<file path="config.mk">
export PLATFORM = sky130hd
export DESIGN_NAME = quiz_seq
export DESIGN_NICKNAME = d
export VERILOG_FILES = /design/src/rtl/qseq_pkg.sv /design/src/rtl/quiz_seq_btn_edge.sv /design/src/rtl/quiz_seq.sv
export SDC_FILE = /design/constraint.sdc
export NUM_CORES = 1
export LEC_CHECK = 0
export CORE_AREA = 2 2 72 74
export CTS_CLUSTER_DIAMETER = 40
export CTS_CLUSTER_SIZE = 20
export DETAILED_ROUTE_END_ITERATION = 7
export DIE_AREA = 0 0 74 76
export HOLD_SLACK_MARGIN = 0.15
export PLACE_DENSITY = 0.65
export SYNTH_ARGS = -nofsm -noshare
export SYNTH_HDL_FRONTEND = slang
export SYNTH_HIERARCHICAL = 1
export SYNTH_SLANG_ARGS = --single-unit
</file>
<file path="constraint.sdc">
create_clock -name CLK -period 5.1 [get_ports CLK]
set_input_delay 1.02 -clock CLK [delete_from_list [all_inputs] [get_ports CLK]]
set_output_delay 1.02 -clock CLK [all_outputs]
set_load 0.005 [all_outputs]
</file>
<file path="src/rtl/qseq_pkg.sv">
// qseq_pkg: state codes, LFSR constants and helpers shared by the quiz sequencer and display decoders
package qseq_pkg;

    typedef enum logic [3:0] {
        S_IDLE     = 4'b0001,
        S_READY    = 4'b0010,
        S_QUESTION = 4'b0011,
        S_INPUT    = 4'b0100,
        S_JUDGE    = 4'b0101
    } state_t;

    localparam logic [7:0] LFSR_SEED = 8'hA5;
    // Taps 8,6,5,4 as bit positions 7,5,4,3
    localparam logic [7:0] LFSR_TAPS = 8'hB8;
    localparam logic [3:0] DIN_MAX   = 4'd9;

    function automatic logic [7:0] lfsr_next(input logic [7:0] l);
        return {l[6:0], ^(l & LFSR_TAPS)};
    endfunction

    // Folds a nibble into 0..9
    function automatic logic [3:0] que_of(input logic [3:0] l);
        return l >= 4'd10 ? l - 4'd6 : l;
    endfunction

endpackage

</file>
<file path="src/rtl/quiz_seq_btn_edge.sv">
// btn_edge: optional debounce filter followed by a rising-edge detector
module btn_edge #(
    parameter bit DEBOUNCE  = 1'b0,
    parameter int DB_CYCLES = 16
) (
    input  logic clk,
    input  logic rst,
    input  logic sig,
    output logic rise
);

    logic level;
    logic prev;

    generate
        if (DEBOUNCE) begin : g_db
            localparam int CW = $clog2(DB_CYCLES + 1);
            localparam logic [CW-1:0] CNT_LAST = CW'(DB_CYCLES - 1);
            logic [CW-1:0] cnt;
            logic          filt;
            // The filtered level flips only after DB_CYCLES consecutive disagreeing samples
            always_ff @(posedge clk) begin
                if (rst) begin
                    cnt  <= '0;
                    filt <= 1'b0;
                end else if (sig == filt) begin
                    cnt <= '0;
                end else if (cnt == CNT_LAST) begin
                    cnt  <= '0;
                    filt <= sig;
                end else begin
                    cnt <= cnt + 1'b1;
                end
            end
            assign level = filt;
        end else begin : g_raw
            assign level = sig;
        end
    endgenerate

    always_ff @(posedge clk) begin
        prev <= rst ? 1'b0 : level;
    end

    assign rise = level & ~prev;

endmodule

</file>
<file path="src/rtl/quiz_seq.sv">
// quiz_seq: factorisation quiz sequencer producing STATE/QUE/DIN for the 7-segment decoders.
// Define QSEQ_DEBOUNCE_EN to debounce BTN before edge detection.
module quiz_seq
    import qseq_pkg::*;
#(
    parameter int TICK_DIV  = 50000000,
    parameter int Q_TIME    = 3,
    parameter int IN_TIME   = 5,
    parameter int DB_CYCLES = 16
) (
    input  logic       CLK,
    input  logic       RST,
    input  logic       START,
    input  logic       BTN,
    output logic [3:0] STATE,
    output logic [3:0] QUE,
    output logic [3:0] DIN,
    output logic       CORRECT,
    output logic       DONE
);

`ifdef QSEQ_DEBOUNCE_EN
    localparam bit BTN_DB = 1'b1;
`else
    localparam bit BTN_DB = 1'b0;
`endif

    localparam int PW   = $clog2(TICK_DIV);
    localparam int TMAX = Q_TIME > IN_TIME ? Q_TIME : IN_TIME;
    localparam int TW   = $clog2(TMAX) + 1;
    localparam logic [PW-1:0] PSC_LAST = PW'(TICK_DIV - 1);
    localparam logic [TW-1:0] Q_LAST   = TW'(Q_TIME - 1);
    localparam logic [TW-1:0] IN_LAST  = TW'(IN_TIME - 1);

    state_t        state;
    state_t        state_nxt;
    logic [PW-1:0] psc;
    logic [TW-1:0] tcnt;
    logic [7:0]    lfsr;
    logic          tick;
    logic          start_rise;
    logic          btn_rise;

    btn_edge #(.DEBOUNCE(1'b0), .DB_CYCLES(DB_CYCLES)) u_start (
        .clk (CLK),
        .rst (RST),
        .sig (START),
        .rise(start_rise)
    );

    btn_edge #(.DEBOUNCE(BTN_DB), .DB_CYCLES(DB_CYCLES)) u_btn (
        .clk (CLK),
        .rst (RST),
        .sig (BTN),
        .rise(btn_rise)
    );

    assign tick  = psc == PSC_LAST;
    assign STATE = state;

    always_comb begin
        state_nxt = state;
        case (state)
            S_IDLE:     state_nxt = start_rise ? S_READY : S_IDLE;
            S_READY:    state_nxt = tick ? S_QUESTION : S_READY;
            S_QUESTION: state_nxt = (tick && tcnt == Q_LAST) ? S_INPUT : S_QUESTION;
            S_INPUT:    state_nxt = (tick && tcnt == IN_LAST) ? S_JUDGE : S_INPUT;
            default:    state_nxt = S_IDLE;
        endcase
    end

    // Timers restart on every state change so each phase is measured from its own entry
    always_ff @(posedge CLK) begin
        if (RST) begin
            state   <= S_IDLE;
            psc     <= '0;
            tcnt    <= '0;
            lfsr    <= LFSR_SEED;
            QUE     <= '0;
            DIN     <= '0;
            CORRECT <= 1'b0;
            DONE    <= 1'b0;
        end else begin
            state <= state_nxt;
            lfsr  <= lfsr_next(lfsr);
            psc   <= (state == S_IDLE || state_nxt != state || tick) ? '0 : psc + 1'b1;
            tcnt  <= (state == S_IDLE || state_nxt != state) ? '0 : tcnt + TW'(tick);
            DONE  <= state == S_JUDGE;
            if (state == S_JUDGE)
                CORRECT <= DIN == QUE;
            if (state == S_READY && tick)
                QUE <= que_of(lfsr[3:0]);
            if (state == S_QUESTION && state_nxt == S_INPUT)
                DIN <= '0;
            else if (state == S_INPUT && btn_rise && DIN != DIN_MAX)
                DIN <= DIN + 1'b1;
        end
    end

endmodule

</file>
; After elaboration in Yosys (flattened, before gate mapping)
; Cells that the tools add are included.
; W data, S select, Z words.
[totals]
ff_bits = 54
in_bits = 4
out_inout_bits = 14
[op_classes]
mux = 6
bitwise_logic = 4
addsub = 4
reduce_logical = 12
n_lt_le_gt_ge = 1
eq_ne = 12
[op_table]
columns = op, n
row1 = $add A26 B1 Y26 const B, 1
row2 = $eq A26 B26 Y1 const B, 1
row3 = $eq A4 B3 Y1 const B, 4
row4 = $eq A4 B2 Y1 const B, 3
row5 = $pmux W3 S4, 1
row6 = $reduce_xor A8 Y1, 1
row7 = $logic_and A1 B1 Y1, 6
row8 = $reduce_or A2 Y1, 3
row9 = $add A4 B1 Y4, 1
row10 = $add A4 B1 Y4 const B, 1
row11 = $eq A4 B1 Y1 const B, 1
row12 = $eq A4 B4 Y1, 1
row13 = $ge A4 B4 Y1 const B, 1
row14 = $mux W4, 1
row15 = $ne A4 B4 Y1, 1
row16 = $ne A4 B4 Y1 const B, 1
row17 = $sub A4 B3 Y4 const B, 1
row18 = $mux W3, 1
row19 = $and A1 B1 Y1, 2
row20 = $logic_or A1 B1 Y1, 2
row21 = $mux W1, 2
row22 = $mux W2, 1
row23 = $not A1 Y1, 2

; Longest topological paths before layout
[depth]
word_depth = 8
mapped_depth = 8
mapped_depth_nobuf = 7

; Modules after synthesis
; Netlist, hierarchy kept.
[by_module_without_submodules]
columns = module, cells_each, instances, seq_area_each_um2, area_per_inst_um2
row1 = quiz_seq, 254, 1, 1021.0, 2279.7
row2 = btn_edge, 3, 2, 20.0, 47.5

; Worst setup path before layout
; Ideal clock, no wire load.
[synth_path]
path_type = flip-flop to flip-flop
startpoint = register psc[11]
endpoint = register tcnt[2]
stages_incl_launch_ff = 8
setup_time_ps = 121
required_ps = 4979
setup_slack_ps = 3238
synth_period_minus_slack_ps = 1862
arrival_time_ps = 1742
path_cell_list = dfxtp_1 -> nor4b_1 -> nand4_1 -> nor4_4 -> and2_2 -> ha_1 -> xnor2_1 -> nor2_1
[synth_between]
elab_chain_cells = 7
[synth_rtl]
columns = element, line_no
row1 = from (decl), quiz_seq.sv:37  ; logic [PW-1:0] psc;
row2 = from (signal assigned), quiz_seq.sv:86  ; psc <= (state == S_IDLE || state_nxt != state || tick) ? '0 : psc + 1'b1;
row3 = $eq A26 B26 Y1 (*), quiz_seq.sv:58  ; assign tick = psc == PSC_LAST;
row4 = $logic_and A1 B1 Y1 (on tied branches), "quiz_seq.sv:67, quiz_seq.sv:66"
row5 = $mux W1 or $mux W3 (tied branches), "quiz_seq.sv:67, quiz_seq.sv:66"
row6 = $pmux W3 S4, quiz_seq.sv:63  ; case (state)
row7 = $ne A4 B4 Y1, quiz_seq.sv:87  ; tcnt <= (state == S_IDLE || state_nxt != state) ? '0 : tcnt + TW'(tick);
row8 = $logic_or A1 B1 Y1, quiz_seq.sv:87
row9 = $reduce_or A2 Y1 (no line), n/a
row10 = to (signal assigned), quiz_seq.sv:87
row11 = to (decl), quiz_seq.sv:38  ; logic [TW-1:0] tcnt;
; Every way passes the cells marked *; elsewhere a longest branch is shown, timed or not.
; A chain may end at the register's enable or synchronous reset.

; Worst setup path in the final report
[layout_path]
startpoint = input port RST
endpoint = register psc[3]
[layout_between]
elab_chain_cells = 1
[layout_rtl]
columns = element, line_no
row1 = from (decl), quiz_seq.sv:12  ; input logic RST,
row2 = $reduce_or A2 Y1 (no line), n/a
; Every way passes these cells.

==> results.yml <==
synthesis:
  ys.flop_type: "dfxtp_1"
  synthArstFlopShare_pct: 0
  synth.largest_area_cell: "dfxtp_1"
  synth_nets: 269
  ys_warn_count: 6
  synth_top_area_share_pct: 44.7
  avgSynthCellArea_um2: 9.13
  ys_seq_area_share_pct: 44.7
  ys_seq_elements: 53
  syn-cell-area_mm2: 0.00237
  synth.area.top_cells: "dfxtp_1 45%, nor2_1 7.9%, xor2_1 7.0%, xnor2_1 5.9%, nand3_1 3.0%"
  synth_edf_count: 0
  ys_types: 42
  postSynthCellCount: 260
global_routing:
  use_met3_pct: 4.10
  top_usage_layer: "met2"
  grt_overflow: 0
  grt_pass1_vias: 1515
  grt_max_degree: 24
  grt_pass1_wl_um: 6950
  grt_util_met1_pct: 21.2
  grt_util_met2_pct: 23.3
  grt_usage_pct: 15.8
  antenna_found_initial: 0
floorplanning:
  initial_utilization_pct: 48.3
  core_mm2: 0.00491
  die_area_mm2: 0.00562
  chipHeight_um: 76
  rows: 26
  die_w_um: 74
  io_pins: 18
route:
  vias: 1743
  ant_nets: 0
  routedWlPerCell_um: 12.2
  routed_via_density: 5.05
  totalWireLength_um: 4220
  drc: 0
  initialDrtViolationCount: 46
  firstDrtPassIters: 4
worst_setup_path:
  cp_num_buf_inv: 1
  max_stage_delay_ps: 1010
  critPathKind: "in -> reg"
  cp_common_cell: "nor2_1"
  critical_path.max_fanout: 23
  startpoint_type: "input pin"
  crit_family: "buffers and inverters"
  startpoint: "RST"
  crit_path_end_kind: "register"
  cp.arrival_ps: 2710
  critPathSlowestCell: "clkdlybuf4s50_1"
  r2r-start: "psc[0]$_SDFF_PP0_"
  cp_data_required_time_ps: 5280
  path_cells: "clkdlybuf4s50_1, nor2_1, nand2_2, nor2_1"
placed_design:
  dp_hpwl_um: 2900
  portBuffers: 16
  gp_congestion: 0.776
  dpl.cell_count: 338
  pre_cts_slack_ps: 2210
  placed_cell_area_mm2: 0.00258
sta:
  maxSlewViolCount: 0
  setup_tns_ps: 0
  slew_headroom_pct: 24.2
  clock-skew-final_ps: 3.32
  finalWorstSetupSlack_ps: 2570
  hold_viol_final: 0
  rsz0062_at_grt: "no"
  fin_crit_ps: 2530
  whs_ps: 408
  fmax_mhz: 395
  setup_viol: 0
  fin_crit_sh_pct: 49.7
  tightest_slew_ps: 1130
cells_and_area:
  drive_above_1_share_pct: 7.64
  antenna_cells: 0
  design_area_mm2: 0.00267
  postLayoutCoreUtil_pct: 54.3
  design.final.nets: 284
  stdcell_count: 345
  area_growth_pct: 12.3
status:
  run_status: "finished clean"
clocking:
  postCtsSetupBuffers: 0
  clkTransAtPathRegs_ps: 90
  cts_buffers: 5
  ctsResizeCount: 0
  clockRootBuffer: "clkbuf_8"
  cts-htree-levels: 2
  hold_buffers: 0
  clock_latency_ps: 300
  clockBufferDepth: 2
  cts_tree: "done"
  clock_sinks: 53
power_and_ir_drop:
  p_leak_nw: 0.963
  p_total_uw: 701
  p_per_area_mw_per_mm2: 263
  max-vdd-ir-drop_v: 0.000179
min_path:
  worstHoldStart: "lfsr[6]$_SDFF_PP0_"
  hold_path.class: "reg -> reg"
flow_run:
  cap_violations: 0
## cell type report
class | count | area, um^2
Fill cell | 478 | 2240
Tap cell | 70 | 87.6
Sequential cell | 53 | 1060
Multi-Input combinational cell | 193 | 1250
Timing Repair Buffer | 16 | 160
Inverter | 6 | 22.5
Clock buffer | 7 | 86.3
## cells in the final DEF, fill, tap and decap left out, types with 6 or more instances in the layout
cell             Yosys  layout
dfxtp_1             53      53
nor2_1              50      50
xor2_1              19      19
xnor2_1             16      16
clkdlybuf4s50_1      0      16
nand2_1             14      14
nand3_1             14      14
nand4_1             10      10
inv_1                6       6
and3_1               6       6
a21oi_1              6       6
clkbuf_8             0       6
## registers in the layout (all words and copies together) (netlist names)
signal        count
STATE             3
u_start/prev      1
DIN               4
QUE               4
u_btn/prev        1
CORRECT           1
DONE              1
psc              26
lfsr              8
tcnt              4
## power by group
group          switching (mW)  leakage, nW  internal (mW)
clock network           0.125       0.0443          0.108
registers             0.00931        0.431          0.422
logic                  0.0176        0.488         0.0194
## worst paths after layout
path,endpoint,slack [ps],cells past startpoint
setup / recovery,psc[3]$_SDFF_PP0_,2570,4
hold / removal,lfsr[7]$_SDFF_PP1_,410,1
hold reg to reg,lfsr[7]$_SDFF_PP1_,410,1
setup reg to reg,psc[22]$_SDFF_PP0_,2810,6
## metal layers
metal | routed length (um) | share of wire, %
met1 | 2080 | 49
met5 | 0 | 0
met2 | 1870 | 44
met4 | 91 | 2.2
met3 | 170 | 4.0
## cell usage after synthesis (2+ instances only)
cell / instances
a31oi_1: 3
ha_1: 5
or2_2: 4
nor4_1: 2
and3_1: 6
inv_1: 6
dfxtp_1: 53
nor3_1: 4
nand4_1: 10
a21oi_1: 6
mux2i_1: 4
xor2_1: 19
xnor2_1: 16
nand3_1: 14
nor2_1: 50
nand2_1: 14
nand3b_1: 4
nor2b_4: 4
nor4b_1: 2
nand2b_1: 2
buf_4: 3
nor2b_1: 5
clkbuf_1: 5
## logic make-up (layout without fill, tap and decap cells)
kind of cell | count (synthesis) | after routing | share of synthesized area, %
fa+ha+maj | 5 | 5 | 2.63
xor+xnor | 35 | 35 | 12.9
mux | 4 | 4 | 1.69
other cells | 1 | 1 | 0.158
simple gates | 133 | 133 | 31.1
compound gates | 15 | 15 | 4.16
buf+inv | 14 | 29 | 2.69
flops | 53 | 53 | 44.7
Power figures use the tool's default switching activity.
